## src/rtl/trap_controller_pkg.sv

```systemverilog
// Shared definitions for the machine-mode trap sequencer: CSR addresses, cause codes,
// mstatus field positions, state encoding and the mstatus update rules.
package trap_controller_pkg;

    localparam logic [11:0] CSR_MSTATUS = 12'h300;
    localparam logic [11:0] CSR_MTVEC   = 12'h305;
    localparam logic [11:0] CSR_MEPC    = 12'h341;
    localparam logic [11:0] CSR_MCAUSE  = 12'h342;
    localparam logic [11:0] CSR_MTVAL   = 12'h343;

    localparam logic [3:0] CAUSE_ILLEGAL = 4'd2;
    localparam logic [3:0] CAUSE_EBREAK  = 4'd3;
    localparam logic [3:0] CAUSE_ECALL   = 4'd11;

    localparam int MSTATUS_MIE    = 3;
    localparam int MSTATUS_MPIE   = 7;
    localparam int MSTATUS_MPP_LO = 11;
    localparam int MSTATUS_MPP_HI = 12;

    typedef enum logic [3:0] {
        ST_IDLE       = 4'd0,
        ST_T_MTVEC    = 4'd1,
        ST_T_MEPC     = 4'd2,
        ST_T_MCAUSE   = 4'd3,
        ST_T_MTVAL    = 4'd4,
        ST_T_MSTAT_RD = 4'd5,
        ST_T_MSTAT_WR = 4'd6,
        ST_REDIRECT   = 4'd7,
        ST_R_MEPC     = 4'd8,
        ST_R_MSTAT_RD = 4'd9,
        ST_R_MSTAT_WR = 4'd10
    } state_e;

    typedef struct packed {
        logic       is_trap;
        logic       is_mret;
        logic [3:0] cause;
    } trap_event_t;

    function automatic logic [31:0] mstatus_on_trap(input logic [31:0] s);
        logic [31:0] r;
        r = s;
        r[MSTATUS_MPIE] = s[MSTATUS_MIE];
        r[MSTATUS_MIE]  = 1'b0;
        r[MSTATUS_MPP_HI:MSTATUS_MPP_LO] = 2'b11;
        return r;
    endfunction

    // M-mode only, so MPP is always left at machine mode on return as well.
    function automatic logic [31:0] mstatus_on_mret(input logic [31:0] s);
        logic [31:0] r;
        r = s;
        r[MSTATUS_MIE]  = s[MSTATUS_MPIE];
        r[MSTATUS_MPIE] = 1'b1;
        r[MSTATUS_MPP_HI:MSTATUS_MPP_LO] = 2'b11;
        return r;
    endfunction

endpackage

```

## src/rtl/trap_cause_encode.sv

```systemverilog
// Priority encoder from decoded trap flags to the event to sequence.
// Any synchronous exception outranks MRET; illegal > EBREAK > ECALL.
module trap_cause_encode
    import trap_controller_pkg::*;
(
    input  logic        i_EnvironmentCall,
    input  logic        i_EnvironmentBreak,
    input  logic        i_ReturnFromTrap,
    input  logic        i_IllegalInstruction,
    output trap_event_t o_Event
);

    always_comb begin
        o_Event = '0;
        if (i_IllegalInstruction) begin
            o_Event.is_trap = 1'b1;
            o_Event.cause   = CAUSE_ILLEGAL;
        end else if (i_EnvironmentBreak) begin
            o_Event.is_trap = 1'b1;
            o_Event.cause   = CAUSE_EBREAK;
        end else if (i_EnvironmentCall) begin
            o_Event.is_trap = 1'b1;
            o_Event.cause   = CAUSE_ECALL;
        end else if (i_ReturnFromTrap) begin
            o_Event.is_mret = 1'b1;
        end
    end

endmodule

```

## src/rtl/trap_controller.sv

```systemverilog
// Machine-mode trap entry / MRET sequencer: stalls execute, walks the CSR port, redirects fetch.
//
// state         | meaning
// IDLE          | waiting for a valid trap/MRET in execute
// T_MTVEC       | read mtvec, keep direct-mode base
// T_MEPC        | write mepc with faulting PC
// T_MCAUSE      | write mcause
// T_MTVAL       | write mtval
// T_MSTAT_RD    | read mstatus
// T_MSTAT_WR    | write mstatus with interrupts disabled
// REDIRECT      | redirect fetch to trap vector or saved mepc
// R_MEPC        | read mepc as return target
// R_MSTAT_RD    | read mstatus
// R_MSTAT_WR    | write mstatus with interrupt enable restored
module trap_controller
    import trap_controller_pkg::*;
#(
    parameter int XLEN               = 32,
    parameter bit MTVAL_ILLEGAL_INSN = 1'b1
) (
    input  logic            i_Clock,
    input  logic            i_Reset,
    input  logic            i_Valid,
    input  logic [XLEN-1:0] i_PC,
    input  logic [XLEN-1:0] i_InstructionWord,
    input  logic            i_EnvironmentCall,
    input  logic            i_EnvironmentBreak,
    input  logic            i_ReturnFromTrap,
    input  logic            i_IllegalInstruction,
    input  logic [XLEN-1:0] i_CsrReadData,
    output logic            o_Stall,
    output logic [11:0]     o_CsrNumber,
    output logic            o_CsrReadEnable,
    output logic            o_CsrWriteEnable,
    output logic [XLEN-1:0] o_CsrWriteData,
    output logic            o_Redirect,
    output logic [XLEN-1:0] o_RedirectPC,
    output logic            o_TrapEntered
);

    trap_event_t     evt;
    state_e          state_q, state_d;
    logic [XLEN-1:0] pc_q;
    logic [XLEN-1:0] insn_q;
    logic [XLEN-1:0] target_q;
    logic [XLEN-1:0] mstatus_q;
    logic [3:0]      cause_q;
    logic            trap_path_q;
    logic [XLEN-1:0] mtval_value;
    logic            accept;
    logic            busy;

    trap_cause_encode u_cause_encode (
        .i_EnvironmentCall    (i_EnvironmentCall),
        .i_EnvironmentBreak   (i_EnvironmentBreak),
        .i_ReturnFromTrap     (i_ReturnFromTrap),
        .i_IllegalInstruction (i_IllegalInstruction),
        .o_Event              (evt)
    );

    assign accept = !i_Reset && (state_q == ST_IDLE) && i_Valid && (evt.is_trap || evt.is_mret);

    always_ff @(posedge i_Clock) begin
        if (i_Reset) begin
            state_q <= ST_IDLE;
        end else begin
            state_q <= state_d;
        end
    end

    always_comb begin
        state_d = ST_IDLE;
        case (state_q)
            ST_IDLE: begin
                if (accept) begin
                    state_d = evt.is_trap ? ST_T_MTVEC : ST_R_MEPC;
                end
            end
            ST_T_MTVEC:    state_d = ST_T_MEPC;
            ST_T_MEPC:     state_d = ST_T_MCAUSE;
            ST_T_MCAUSE:   state_d = ST_T_MTVAL;
            ST_T_MTVAL:    state_d = ST_T_MSTAT_RD;
            ST_T_MSTAT_RD: state_d = ST_T_MSTAT_WR;
            ST_T_MSTAT_WR: state_d = ST_REDIRECT;
            ST_R_MEPC:     state_d = ST_R_MSTAT_RD;
            ST_R_MSTAT_RD: state_d = ST_R_MSTAT_WR;
            ST_R_MSTAT_WR: state_d = ST_REDIRECT;
            default:       state_d = ST_IDLE;
        endcase
    end

    // Event context and CSR read results captured along the sequence.
    always_ff @(posedge i_Clock) begin
        if (i_Reset) begin
            pc_q        <= '0;
            insn_q      <= '0;
            cause_q     <= '0;
            trap_path_q <= 1'b0;
            target_q    <= '0;
            mstatus_q   <= '0;
        end else begin
            if (accept) begin
                pc_q        <= i_PC;
                insn_q      <= i_InstructionWord;
                cause_q     <= evt.cause;
                trap_path_q <= evt.is_trap;
            end
            if (state_q == ST_T_MTVEC || state_q == ST_R_MEPC) begin
                target_q <= {i_CsrReadData[XLEN-1:2], 2'b00};
            end
            if (state_q == ST_T_MSTAT_RD || state_q == ST_R_MSTAT_RD) begin
                mstatus_q <= i_CsrReadData;
            end
        end
    end

    always_comb begin
        case (cause_q)
            CAUSE_ILLEGAL: mtval_value = MTVAL_ILLEGAL_INSN ? insn_q : '0;
            CAUSE_EBREAK:  mtval_value = pc_q;
            default:       mtval_value = '0;
        endcase
    end

    // Outputs are forced quiet while reset is asserted so an aborted sequence issues nothing further.
    always_comb begin
        busy             = 1'b0;
        o_CsrNumber      = '0;
        o_CsrReadEnable  = 1'b0;
        o_CsrWriteEnable = 1'b0;
        o_CsrWriteData   = '0;
        o_Redirect       = 1'b0;
        o_RedirectPC     = '0;
        o_TrapEntered    = 1'b0;
        if (!i_Reset) begin
            case (state_q)
                ST_T_MTVEC: begin
                    busy            = 1'b1;
                    o_CsrNumber     = CSR_MTVEC;
                    o_CsrReadEnable = 1'b1;
                end
                ST_T_MEPC: begin
                    busy             = 1'b1;
                    o_CsrNumber      = CSR_MEPC;
                    o_CsrWriteEnable = 1'b1;
                    o_CsrWriteData   = {pc_q[XLEN-1:2], 2'b00};
                end
                ST_T_MCAUSE: begin
                    busy             = 1'b1;
                    o_CsrNumber      = CSR_MCAUSE;
                    o_CsrWriteEnable = 1'b1;
                    o_CsrWriteData   = {{(XLEN-4){1'b0}}, cause_q};
                end
                ST_T_MTVAL: begin
                    busy             = 1'b1;
                    o_CsrNumber      = CSR_MTVAL;
                    o_CsrWriteEnable = 1'b1;
                    o_CsrWriteData   = mtval_value;
                end
                ST_T_MSTAT_RD, ST_R_MSTAT_RD: begin
                    busy            = 1'b1;
                    o_CsrNumber     = CSR_MSTATUS;
                    o_CsrReadEnable = 1'b1;
                end
                ST_T_MSTAT_WR: begin
                    busy             = 1'b1;
                    o_CsrNumber      = CSR_MSTATUS;
                    o_CsrWriteEnable = 1'b1;
                    o_CsrWriteData   = mstatus_on_trap(mstatus_q);
                end
                ST_R_MEPC: begin
                    busy            = 1'b1;
                    o_CsrNumber     = CSR_MEPC;
                    o_CsrReadEnable = 1'b1;
                end
                ST_R_MSTAT_WR: begin
                    busy             = 1'b1;
                    o_CsrNumber      = CSR_MSTATUS;
                    o_CsrWriteEnable = 1'b1;
                    o_CsrWriteData   = mstatus_on_mret(mstatus_q);
                end
                ST_REDIRECT: begin
                    busy          = 1'b1;
                    o_Redirect    = 1'b1;
                    o_RedirectPC  = target_q;
                    o_TrapEntered = trap_path_q;
                end
                default: ;
            endcase
        end
    end

    assign o_Stall = accept || busy;

endmodule

```

## config.mk

```make
export PLATFORM = sky130hd
export DESIGN_NAME = trap_controller
export DESIGN_NICKNAME = d
export VERILOG_FILES = /design/src/rtl/trap_controller_pkg.sv /design/src/rtl/trap_cause_encode.sv /design/src/rtl/trap_controller.sv
export SDC_FILE = /design/constraint.sdc
export NUM_CORES = 1
export LEC_CHECK = 0
export CAP_MARGIN = 5
export CORE_ASPECT_RATIO = 1.5
export CORE_MARGIN = 3
export CORE_UTILIZATION = 35
export CTS_BUF_LIST = sky130_fd_sc_hd__clkbuf_2 sky130_fd_sc_hd__clkbuf_4 sky130_fd_sc_hd__clkbuf_8
export DETAILED_ROUTE_END_ITERATION = 10
export SYNTH_ARGS = -nofsm -noshare
export SYNTH_HDL_FRONTEND = slang
export SYNTH_HIERARCHICAL = 1
export SYNTH_SLANG_ARGS = --single-unit
```

## constraint.sdc

```tcl
create_clock -name i_Clock -period 3.6 [get_ports i_Clock]
set_input_delay 1.08 -clock i_Clock [delete_from_list [all_inputs] [get_ports i_Clock]]
set_output_delay 1.08 -clock i_Clock [all_outputs]
set_load 0.02 [all_outputs]
```

# Yosys cells after proc, flatten, opt, wreduce, memory -nomap -nowiden
# Cells that the tools add are included.
dict set report op_classes {
  n_eq_ne 12
  muxes 30
  n_reduce_logical 15
}
# operator count
set ops {}
lappend ops {{$pmux 32 s5} 1}
lappend ops {{$mux 32} 3}
lappend ops {{$pmux 32 s2} 1}
lappend ops {{$pmux 10 s5} 1}
lappend ops {{$pmux 4 s9} 1}
lappend ops {{$mux 4} 5}
lappend ops {{$mux 1} 17}
lappend ops {{$eq 4x2->1 const B} 4}
lappend ops {{$eq 4x3->1 const B} 4}
lappend ops {{$eq 4x4->1 const B} 3}
lappend ops {{$mux 10} 1}
lappend ops {{$reduce_or 10->1} 1}
lappend ops {{$reduce_or 4->1} 2}
lappend ops {{$reduce_or 5->1} 1}
lappend ops {{$eq 4x1->1 const B} 1}
lappend ops {{$logic_not 4->1} 1}
lappend ops {{$logic_or 1x1->1} 4}
lappend ops {{$reduce_or 2->1} 2}
lappend ops {{$logic_and 1x1->1} 3}
lappend ops {{$logic_not 1->1} 1}
dict set report word_totals {
  regBits 135
  input_bits 103
  out_inout_bits 81
  word_cells 64
}

# Longest topological paths before layout
# Gate-level depths: netlist (run 1).
dict set report logic_depth {
  word_depth 8
  mapped_depth 8
  mapped_depth_nobuf 4
}

# Hierarchy
# The synthesis (run 1) kept the hierarchy.
# module instances cells_each area_each_um2 seq_area_each_um2
set modules_own_cells {}
lappend modules_own_cells {trap_controller 1 859 6982.9 2662.6}
lappend modules_own_cells {trap_cause_encode 1 7 51.3 0.0}

# Worst setup path after synthesis (run 1)
# No wires, ideal clock.
dict set report synth_timing {
  kind {input to output}
  from {in i_IllegalInstruction}
  to {out o_Stall}
  t_arrival_ns 2.302
  t_required_ns 2.520
  setup_slack_ns 0.218
  stages 6
  path_buffers 2
  cell_sequence {nor4b_1 > o21a_1 > clkbuf_1 > buf_2 > o22ai_1 > nor2_1}
}
dict set report synth_between {
  elab_chain_cells 4
  word_cells_on_any_way 5
  classes_between {mux (2); reduce/logical (3)}
}
# element line
set synth_lines {}
lappend synth_lines {{start, declared} trap_controller.sv:29} ;# input logic i_IllegalInstruction,
lappend synth_lines {{$mux 1} trap_cause_encode.sv:15} ;# if (i_IllegalInstruction) begin
lappend synth_lines {{$logic_or 1x1->1 (*)} trap_controller.sv:61} ;# assign accept = !i_Reset && (state_q == ST_IDLE) && i_Valid && (evt.is_trap || evt.is_mret);
lappend synth_lines {{$logic_and 1x1->1 (*)} trap_controller.sv:61}
lappend synth_lines {{$logic_or 1x1->1 (*)} trap_controller.sv:193} ;# assign o_Stall = accept || busy;
lappend synth_lines {{end, declared} trap_controller.sv:31} ;# output logic o_Stall,
# Every way passes the cells marked *; elsewhere a longest branch is shown, timed or not.

# Worst setup path after layout (run 1)
dict set report layout_timing {
  from {in i_EnvironmentCall}
  to {out o_Stall}
}
dict set report layout_between {
  elab_chain_cells 6
  word_cells_on_any_way 9
  classes_between {mux (6); reduce/logical (3)}
}
# element line
set layout_lines {}
lappend layout_lines {{start, declared} trap_controller.sv:26} ;# input logic i_EnvironmentCall,
lappend layout_lines {{$mux 1} trap_cause_encode.sv:21} ;# end else if (i_EnvironmentCall) begin
lappend layout_lines {{$mux 1} trap_cause_encode.sv:18} ;# end else if (i_EnvironmentBreak) begin
lappend layout_lines {{$mux 1} trap_cause_encode.sv:15}
lappend layout_lines {{$logic_or 1x1->1 (*)} trap_controller.sv:61}
lappend layout_lines {{$logic_and 1x1->1 (*)} trap_controller.sv:61}
lappend layout_lines {{$logic_or 1x1->1 (*)} trap_controller.sv:193}
# Marked as above.

==> results of run 1 <==
-- repair_timing --
item                                    in CTS  in global routing
gates resized for setup                     42                 35
pin swaps                                    1                  2
setup buffers                                0                  2
endpoints found under the setup margin      62                 37
-- flip-flops by register name (all words and copies together) (netlist names) --
register,flops
insn_q,32
target_q,30
state_q,4
pc_q,32
mstatus_q,30
trap_path_q,1
cause_q,4
-- logic make-up (layout without fill, tap and decap cells) --
family,count (synthesis),in the layout
AND/OR/NAND/NOR,237,237
multiplexers,36,36
buffers and inverters,120,262
XOR/XNOR,4,4
flip-flops,133,133
other,2,9
AO/OA/AOI/OAI,334,334
-- final timing paths --
| check | end | startpoint | slack (ps) |
|---|---|---|---|
| worst min register to register | trap_path_q$_SDFFE_PP0N_ | trap_path_q$_SDFFE_PP0N_ | 470 |
| worst max-delay path | o_Stall | i_EnvironmentCall | 20 |
| worst max register to register | state_q[3]$_SDFF_PP0_ | state_q[1]$_SDFF_PP0_ | 1380 |
| worst min-delay path | trap_path_q$_SDFFE_PP0N_ | trap_path_q$_SDFFE_PP0N_ | 470 |
-- area by class of cell --
class                           instances  area, um2  share of cell area [%]
Tap cell                              256      320.3                   3.357
Clock inverter                         15      133.9                   1.403
Timing Repair Buffer                  228       2327                   24.39
Multi-Input combinational cell        620       3851                   40.36
Sequential cell                       133       2668                   27.96
Clock buffer                           17      234.0                   2.452
Inverter                                2      7.507                 0.07868
-- worst reg2reg max path, cell delays in order (launching register included) --
cell and delay [ps]:
dfxtp_1 380, buf_4 210, or4_2 710, buf_4 380, o32ai_1 300, nor3b_2 180
-- Yosys cell counts, types with 3 or more instances --
master      n
o21ai_0   101
buf_4      13
buf_6      12
buf_2      27
o21ai_1    30
clkbuf_1   64
a21oi_1   135
dfxtp_1   133
nand2_1     4
a211oi_2   20
a311oi_1    4
nand3_1   165
and2_1     32
nand2b_1    3
a211oi_1    9
a32oi_1    26
mux2_2     34
nor2_1      8
-- power by group --
| group | internal, mW | leakage (nW) | switching [mW] |
|---|---|---|---|
| Sequential | 1.57 | 1.09 | 0.0602 |
| Combinational | 0.347 | 2.58 | 0.520 |
| Clock | 0.507 | 0.182 | 0.705 |
-- through the flow --
step | setup WS, ps | cell area [um2] | utilization [%]
after floorplan | 218.4 | 7061 | -
after global placement | -383.8 | 9107 | 46.77
after detailed placement | -480.4 | 9107 | 46.77
after CTS | 1.731 | 9440 | 48.48
after global routing | -68.97 | 9542 | 49.00
final | 23.80 | 9542 | 49.00
-- layer usage --
metal	vias up	wire [um]	GRT usage, %
met4	0	459	6.550
li1	3437	-	-
met2	209	11050	32.95
met5	-	0	0
met1	3281	10190	28.16
met3	27	1076	3.270
==> results summary, run 1 <==
Counting cells, the worst reg-to-reg path comes to 5. Traced cell by cell, the critical path runs through clkdlybuf4s50_1 > or3_1 > o21a_2 > o22ai_1 > nor2_1 > buf_2. Leaving out fill and tap cells, the most frequent cell in the layout is nand3_1. The power per standard cell area is 388.8 nW/um2. The simple-gate area share of the yosys netlist is 18.61%.

The area growth from synthesis to layout is 35.65%. The min-delay analysis places its worst path in the category flip-flop to flip-flop. The transition time at the pin with the least slew margin is 1198 ps. Once the floorplan was initialized, standard cells occupied 36.13% of the core. Setup repair after global routing could not meet its margin everywhere. The total track usage is 20.54%. The clock-pin slew of the registers on the worst-case setup and hold paths is 80 ps. The post-layout instance count excluding filler cells came out at 1271. The run finished with clean final reports. The post-placement cell count came out at 1237. The row count came out at 62. The top-area cell type share of the netlist area came out at 37.85%. The via count of the first global-routing pass came out at 6663.

The share of synthesized flip-flops with an asynchronous set or reset came out at 0%. The number of buffers inserted for hold repair after clock tree synthesis is 0. The count of filler cells inserted in the layout is 1885. The largest fanout on the critical path came out at 3.

The area of the placeable core is 19470 um2. TritonCTS built the clock tree. The first global-routing pass estimated 36410 um of wire.

The sum of internal, switching and leakage power came out at 3.709 mW. After Yosys synthesis, full adders, half adders and majority gates account for 0% of the synthesized area. In this run the horizontal extent of the chip is 121.8 um.

Subtracting the final worst setup slack from the clock period gives 3576 ps. CTS placed an instance of clkbuf_8 at the clock tree root. The peak clock frequency supported by timing is 279.6 MHz. Of the post-synthesis cell area, the part taken by muxes is 5.727%. The synthesized netlist devotes 0.6048% of its cell area to XOR and XNOR gates. The synthesized instance count is 866.

The initial detailed-routing violation count came out at 515. The H-tree level count came out at 4. The headroom to the max-slew limit is 19.71%. The placer's final routability congestion estimate is 0.8239.

The vertical die dimension is 179.6 um. The number of sinks on the clock net came out at 133. The critical path runs through a total of 6 cells.

The number of register bits inferred by synthesis is 133. The critical path capture point type is a primary output. The number of nets with antenna violations after routing is 0. The wire length reported by the detailed router came out at 22780 um. The clock latency on the worst-skew pair is 450 ps. The number of top-level pins is 184. In the final timing run, aggregate negative setup slack is 0 ps. In this run the static leakage power is 3.846 nW.

dfxtp_1 takes more of the synthesized area than any other cell. The number of antenna violations at the first check in global routing came out at 0. After synthesis, the largest family of logic cells by area is compound AO/OA/AOI/OAI gates. The data required time at the worst endpoint came out at 2520 ps. In the finished design, the share of the clock period the worst path needs comes to 99.34%. The number of buffers and inverters on the critical path is 2.

The final max-slew violation count came out at 0. The worst setup path is launched from an input pin. The number of buffers inserted during clock tree synthesis came out at 17. The post-route netlist has 16.35% of its cells at a drive strength greater than 1. The mapped netlist covers 7034 um2. The synthesized netlist devotes 28.21% of its cell area to compound gates. The final hold violation count came out at 0. The area of the die came out at 21870 um2. The library cells used most frequently in the layout, excluding fill and tap cells, are nand3_1, a21oi_1, dfxtp_1.

The worst voltage drop across the vdd grid came out at 0.0001986 V. The top cell family by delay on the critical path is buffers and inverters. The number of vias after detailed routing came out at 6954.

The most used flip-flop cell after synthesis is dfxtp_1. After synthesis, the mean cell area works out to 8.123 um2. The count of flip-flops with a built-in enable after synthesis is 0.

The cell depth of the worst hold path is 2. The final-layout worst hold slack came out at 473.0 ps. The count of input and output buffers came out at 175.

Synthesis instantiated 51 different standard cells from the library. The number of remaining DRC errors came out at 0. The detailed-router iteration count before antenna repair is 5. The remaining global-route overflow is 0.

The largest incremental delay on the critical path is 450 ps. The fraction of the yosys area taken by sequential cells is 37.85%. The max capacitance violation total is 0.

The Yosys warning count is 6. The final-stage net count came out at 1105. The count of antenna diodes in the layout is 0. The worst clock skew on the final layout is 19.60 ps. Yosys attributes the largest share of cell area to dfxtp_1, nand3_1, a21oi_1, o21ai_0, mux2_2.

The final setup violation count is 0. The critical path arrival came out at 2500 ps. The setup path with the least slack is of type input pin to primary output. The half-perimeter wire length after detailed placement came out at 15630 um. The detail-routed net length per standard cell is 17.92 um.

The cell with the biggest individual delay on the critical path is clkdlybuf4s50_1. The largest net degree at the start of global routing came out at 71. Using the TritonRoute via totals, the vias-per-cell ratio works out to 5.471. The number of buffers on the longest clock path came out at 2.
Note: power is estimated with default switching activity, not from simulation.
==> run 2: changes to the inputs <==
--- a/config.mk
+++ b/config.mk
@@ -15,3 +15,4 @@
 export SYNTH_HDL_FRONTEND = slang
 export SYNTH_HIERARCHICAL = 1
 export SYNTH_SLANG_ARGS = --single-unit
+export TNS_END_PERCENT = 1
==> results summary, run 2 (synthesis gave the netlist of run 1 again) <==
The flow ran to the end, and the final reports show no timing, DRC or antenna violations. The area added between synthesis and finish is 35.49%. The number of top-level pins is 184 (unchanged). The logic gate share of total power was 23.3% (about the same). The total track usage came out at 20.54% (unchanged).

The cell-internal power came to 2.421 mW (-0.14%). The clock tree from TritonCTS is done. The detail-routed net length per standard cell came to 17.98 um (+0.33%).

The number of buffers inserted during clock tree synthesis came out at 17 (unchanged). The area of the placeable core came out at 19470 um2 (unchanged). The wire length reported by the detailed router came out at 22820 um (+0.17%). CTS placed an instance of clkbuf_8 at the clock tree root. The final-layout worst hold slack is 471.3 ps (-1.709 ps). The final setup violation count is 0 (unchanged). The headroom to the max-slew limit came out at 19.53% (-0.19 points). The largest incremental delay on the critical path came out at 450 ps (about the same). The number of nets with antenna violations after routing is 0 (unchanged).

The max capacitance violation total came out at 0 (unchanged). The final max-slew violation count is 0 (unchanged). The instance area after placement is 9107 um2 (unchanged). The largest net degree at the start of global routing is 71 (unchanged).

The worst reg2reg path depth came out at 5 (unchanged). STA classifies the critical path startpoint as an input pin. The tightest min-delay check is of the flip-flop to flip-flop type.

The met1 routing resource usage after global routing came out at 28.16% (unchanged). The number of sinks on the clock net came out at 133 (unchanged). The leading cell type in the layout, fill and taps excluded is nand3_1.

The switching fraction of total power was 34.68% (+0.041 points). The data required time at the worst endpoint is 2520 ps (about the same). The sum of internal, switching and leakage power is 3.707 mW (about the same).

The area of the die is 21870 um2 (unchanged). The buffer count from post-CTS setup fixing came out at 0 (unchanged). The detailed-router iteration count before antenna repair is 5 (unchanged). The highest-utilization routing layer at the global route stage is met2.

The initial detailed-routing violation count is 484 (-6.0%). The post-route fraction of the period consumed by the critical path came out at 99.31% (about the same). The share of total power in the clock network came out at 32.7% (about the same).

The worst voltage drop across the vdd grid came to 0.0002026 V (+2.0%). The first-pass GRT wire length was 36410 um (unchanged). The width of the die came out at 121.8 um (unchanged). The clock-pin slew of the registers on the worst-case setup and hold paths is 90 ps (about the same). The largest registers in the layout are insn_q (32), pc_q (32).

STA classifies the critical path endpoint as a primary output. The total non-filler cell area in the finished layout was 9530 um2 (-0.12%). The fraction of layout cells with a size suffix above 1 came to 16.39% (+0.032 points).

Setup repair after global routing could not meet its margin everywhere. The count of antenna diodes in the layout came out at 0 (unchanged). The met2 track utilization from global routing is 32.95% (unchanged). The number of remaining DRC errors came out at 0 (unchanged).

The number of vias after detailed routing is 6957 (+0.043%). The critical path arrival came to 2500 ps (about the same). The switching power total is 1.285 mW (about the same). The cell with the biggest individual delay on the critical path is clkdlybuf4s50_1. The routed via count divided by cell count is 5.482 (+0.20%). The leakage power total is 3.834 nW (-0.32%).

The row count is 62 (unchanged). The vertical die dimension came to 179.6 um (unchanged). The count of input and output buffers is 175 (unchanged).

The final-stage net count came out at 1103 (-0.18%). The via count of the first global-routing pass is 6663 (unchanged). The post-route minimum period is 3575 ps (-0.8939 ps). The clock latency on the worst-skew pair is 450 ps (about the same).

The initial core utilization is 36.13% (unchanged). The category of the critical setup timing path is input pin to primary output. The critical path goes through clkdlybuf4s50_1 > or3_1 > o21a_2 > o22ai_1 > nor2_1 > buf_2. The cell depth of the worst hold path came out at 2 (unchanged). The half-perimeter wire length after detailed placement came out at 15630 um (unchanged). The worst clock skew on the final layout is 19.80 ps (+0.1931 ps). The H-tree level count came out at 4 (unchanged). The largest fanout on the critical path is 3 (unchanged). The final hold violation count is 0 (unchanged). The power per standard cell area is 388.9 nW/um2 (about the same). The fraction of met3 tracks used by global routing came out at 3.270% (unchanged). The number of buffers on the longest clock path is 2 (unchanged). The placer's final routability congestion estimate is 0.8239 (unchanged). The sequential share of power came to 44.0% (about the same). The peak clock frequency supported by timing is 279.7 MHz (about the same). The number of antenna violations at the first check in global routing is 0 (unchanged). The remaining global-route overflow came to 0 (unchanged). In the layout the commonest cells are nand3_1, a21oi_1, dfxtp_1.

The transition time at the pin with the least slew margin came to 1201 ps (+2.773 ps).
-- run 2: cell count changes in the layout (fill, tap and decap cells not counted), sizes merged --
cell	delta
dlygate4sd2	-1
buf	-1
-- run 2: power groups by stage --
stage | Sequential [mW] | Combinational, mW | Clock (mW)
after floorplan | 1.64 | 0.574 | 0
after global placement | 1.66 | 0.863 | 0
after detailed placement | 1.66 | 0.867 | 0
after CTS | 1.63 | 0.867 | 1.24
after global routing | 1.64 | 0.947 | 1.30
final | 1.63 | 0.865 | 1.21
-- run 2: path summary, 6_finish.rpt --
kind	start	end	slack (ps)
min	target_q[2]$_SDFFE_PP0P_	target_q[2]$_SDFFE_PP0P_	470
max reg2reg	state_q[1]$_SDFF_PP0_	state_q[3]$_SDFF_PP0_	1380
max	i_EnvironmentCall	o_Stall	20
min reg2reg	target_q[2]$_SDFFE_PP0P_	target_q[2]$_SDFFE_PP0P_	470
-- run 2: critical path, delay by kind of cell --
family	cells	cell delay [ps]
simple gates	2	440
buf+inv	2	600
compound gates	2	370
-- run 2: what timing repair did --
action / in CTS / in global routing
pin swaps: 1 / 2
endpoints found under the setup margin: 62 / 38
hold buffers: 0 / 0
resized for setup: 41 / 38
-- run 2: routing by layer --
metal / wire [um] / vias up
li1: - / 3443
met1: 10220 / 3304
met2: 11060 / 183
met3: 1076 / 27
met4: 461 / 0
met5: 0 / -
-- run 2: cell type report --
type	count	area, um2
multi-input cells	620	3854
flip-flops and latches	133	2670
well taps	256	320.3
inverters	2	7.507
repair buffers	226	2311
clock inverters	15	133.9
clock buffers	17	234.0
fillers	1891	9941
-- run 2: per-stage QoR --
stage / setup WS (ps) / std cells / TNS (ps) / util, %
after global routing: -68.97 / 1269 / -68.97 / 48.95
final: 24.69 / 1269 / 0 / 48.95
after floorplan: 218.4 / 873 / 0 / -
after CTS: -92.01 / 1269 / -92.01 / 48.49
after detailed placement: -480.4 / 1237 / -480.4 / 46.77
after global placement: -383.8 / 1237 / -383.8 / 46.77
==> run 3: changes to the inputs <==
--- a/config.mk
+++ b/config.mk
@@ -5,12 +5,13 @@
 export SDC_FILE = /design/constraint.sdc
 export NUM_CORES = 1
 export LEC_CHECK = 0
-export CAP_MARGIN = 5
+export CAP_MARGIN = 20
 export CORE_ASPECT_RATIO = 1.5
 export CORE_MARGIN = 3
 export CORE_UTILIZATION = 35
 export CTS_BUF_LIST = sky130_fd_sc_hd__clkbuf_2 sky130_fd_sc_hd__clkbuf_4 sky130_fd_sc_hd__clkbuf_8
 export DETAILED_ROUTE_END_ITERATION = 10
+export PLACE_DENSITY = 0.61
 export SYNTH_ARGS = -nofsm -noshare
 export SYNTH_HDL_FRONTEND = slang
 export SYNTH_HIERARCHICAL = 1
==> results summary, run 3 (synthesis gave the netlist of run 1 again) <==
The run finished with clean final reports. The met1 routing resource usage after global routing came out at 27.35% (-0.81 points). TritonCTS built the clock tree.

The leakage power total is 3.899 nW (+1.7%). The row count is 62 (unchanged). The share of total power in the clock network is 35.2% (+2.5 points). The remaining global-route overflow came out at 0 (unchanged).

The utilization of the core after routing is 49.25% (+0.30 points). The worst setup path is captured at a primary output. The worst setup path is of the input pin to primary output kind. The clock-pin slew of the registers on the worst-case setup and hold paths came out at 80 ps (about the same). The routed via count divided by cell count came out at 5.443 (-0.72%).

The first-pass GRT wire length is 35940 um (-1.3%). The fraction of layout cells with a size suffix above 1 is 16.21% (-0.18 points). The transition time at the pin with the least slew margin is 1033 ps (-167.9 ps).

The area of the multi-input gates came out at 3856 um2 (about the same). The peak clock frequency supported by timing came to 278.6 MHz (-0.41%). The initial detailed-routing violation count is 419 (-13%). The final setup violation count is 0 (unchanged). The max capacitance violation total came out at 0 (unchanged).

The fraction of met3 tracks used by global routing came out at 3.459% (+0.19 points). The footprint of the flip-flops and latches came out at 2670 um2 (unchanged). The worst hold path belongs to the class flip-flop to flip-flop.

The initial core utilization was 36.13% (unchanged). The worst voltage drop across the vdd grid came out at 0.0002015 V (-0.52%). The number of remaining DRC errors is 0 (unchanged). The placer's final routability congestion estimate is 0.8005 (-2.8%). The detailed-router iteration count before antenna repair came out at 5 (unchanged). The switching fraction of total power came out at 31.75% (-2.9 points). The cell-internal power came out at 2.624 mW (+8.4%). The post-placement worst setup slack is -410.8 ps (+69.57 ps). The area added between synthesis and finish is 36.32%. The number of antenna violations at the first check in global routing came out at 2 (+2). The width of the die came out at 121.8 um (unchanged). The data required time at the worst endpoint came out at 2520 ps (about the same). The largest registers in the layout are insn_q (32), pc_q (32). The final max-slew violation count came out at 0 (unchanged). The post-route minimum period is 3590 ps (+14.55 ps). The area of the placeable core is 19470 um2 (unchanged). The final hold violation count is 0 (unchanged).

The count of filler cells inserted in the layout came out at 1903 (+0.63%). The half-perimeter wire length after detailed placement came out at 15450 um (-1.2%). The final-stage net count is 1102 (-0.091%). In this run the clock root is driven by a clkbuf_8. The post-placement cell count came to 1236 (-0.081%). The logic gate share of total power is 22.4% (-0.9 points). The headroom to the max-slew limit came out at 31.12% (+12 points). The launching element type of the critical path is an input pin.

The H-tree level count is 4 (unchanged). The wire length reported by the detailed router is 22680 um (-0.62%). The post-route fraction of the period consumed by the critical path was 99.72% (+0.40 points). The worst clock skew on the final layout is 19.70 ps (-0.09910 ps). Leaving out fill and tap cells, the most frequent cell in the layout is nand3_1. The highest-utilization routing layer at the global route stage is met2. The post-layout instance count excluding filler cells is 1269 (unchanged). The met2 track utilization from global routing is 33.04% (+0.089 points).

The switching power total came out at 1.221 mW (-5.0%). The number of top-level pins came to 184 (unchanged). The largest net degree at the start of global routing is 71 (unchanged). The power per standard cell area is 401.0 nW/um2 (+3.1%). The number of buffers on the longest clock path came out at 2 (unchanged). The area of the die was 21870 um2 (unchanged).

The number of vias after detailed routing came out at 6907 (-0.72%). Setup repair after global routing could not meet its margin everywhere. The number of sinks on the clock net came out at 133 (unchanged).

The largest fanout on the critical path was 3 (unchanged). The sequential share of power came out at 42.4% (-1.6 points). Leaving out fill and tap cells, the most frequent cells in the layout are nand3_1, a21oi_1, dfxtp_1. The clock latency on the worst-skew pair came out at 440 ps (about the same). The vertical die dimension is 179.6 um (unchanged). The critical path arrival came out at 2510 ps (about the same).

The total track usage was 20.29% (-0.24 points). The count of input and output buffers came to 175 (unchanged). The via count of the first global-routing pass is 6509 (-2.3%). The worst-case setup margin in the final layout came out at 10.14 ps (-14.55 ps). The number of buffers inserted during clock tree synthesis is 17 (unchanged). The number of nets with antenna violations after routing is 0 (unchanged). The detail-routed net length per standard cell is 17.87 um (-0.62%).
[run 3: changes by cell type in the layout (fill, tap and decap cells not counted), sizes merged]
cell / previous run / this run
dlymetal6s2s: 33 / 36
clkinvlp: 3 / 2
inv: 12 / 6
diode: 0 / 1
clkdlybuf4s50: 106 / 107
dlygate4sd2: 33 / 30
buf: 54 / 52
clkbuf: 17 / 19
bufinv: 0 / 3
clkinv: 2 / 4
[run 3: metrics by stage]
stage	hold WS [ps]	instance area [um2]	total power, mW	TNS (ps)
6_report	471.4	9589	3.845	0
2_1_floorplan	448.7	7061	2.210	0
5_1_grt	498.7	9589	4.032	-31.88
3_5_place_dp	462.3	9095	2.530	-410.8
3_3_place_gp	457.6	9080	2.520	-367.0
4_1_cts	473.3	9497	3.879	-150.2
[run 3: cell type report]
class                      count  area share, %
antenna                        1        0.02610
clock buffer                  19          2.597
clock inverter                13          1.788
inverter                       2        0.07829
multi-input combinational    620          40.21
sequential                   133          27.84
tap                          256          3.340
timing repair buffer         225          24.11
[run 3: final timing paths]
path	from	end	slack, ps	cells after the start
setup reg to reg	state_q[2]$_SDFF_PP0_	state_q[3]$_SDFF_PP0_	1400	5
hold / removal	trap_path_q$_SDFFE_PP0N_	trap_path_q$_SDFFE_PP0N_	470	2
setup / recovery	i_EnvironmentBreak	o_Stall	10	6
hold reg to reg	trap_path_q$_SDFFE_PP0N_	trap_path_q$_SDFFE_PP0N_	470	2
[run 3: worst max-delay path, stage by stage]
cell	delay [ps]
clkdlybuf4s50_1	440
or3_1	400
o21a_2	230
o22ai_1	130
nor2_1	60
buf_2	160
[run 3: timing repair]
item / 4_1_cts / 5_1_grt
gates cloned: 0 / 0
pin swaps: 1 / 2
resized for setup: 38 / 40
hold buffers: 0 / 0
endpoints found under the setup margin: 66 / 38
buffers inserted: 0 / 0
[run 3: routing by layer]
layer	share of wire (%)	vias up
met1	44	3247
met5	0.031	-
met3	5.0	26
met4	2.1	2
met2	49	208
li1	-	3424
[run 3: power groups by stage]
stage	Sequential, mW	Combinational (mW)	Clock, mW
floorplan	1.64	0.574	0
global placement	1.66	0.858	0
detailed placement	1.66	0.866	0
CTS	1.63	0.867	1.38
global route	1.64	0.947	1.44
finish	1.63	0.862	1.35
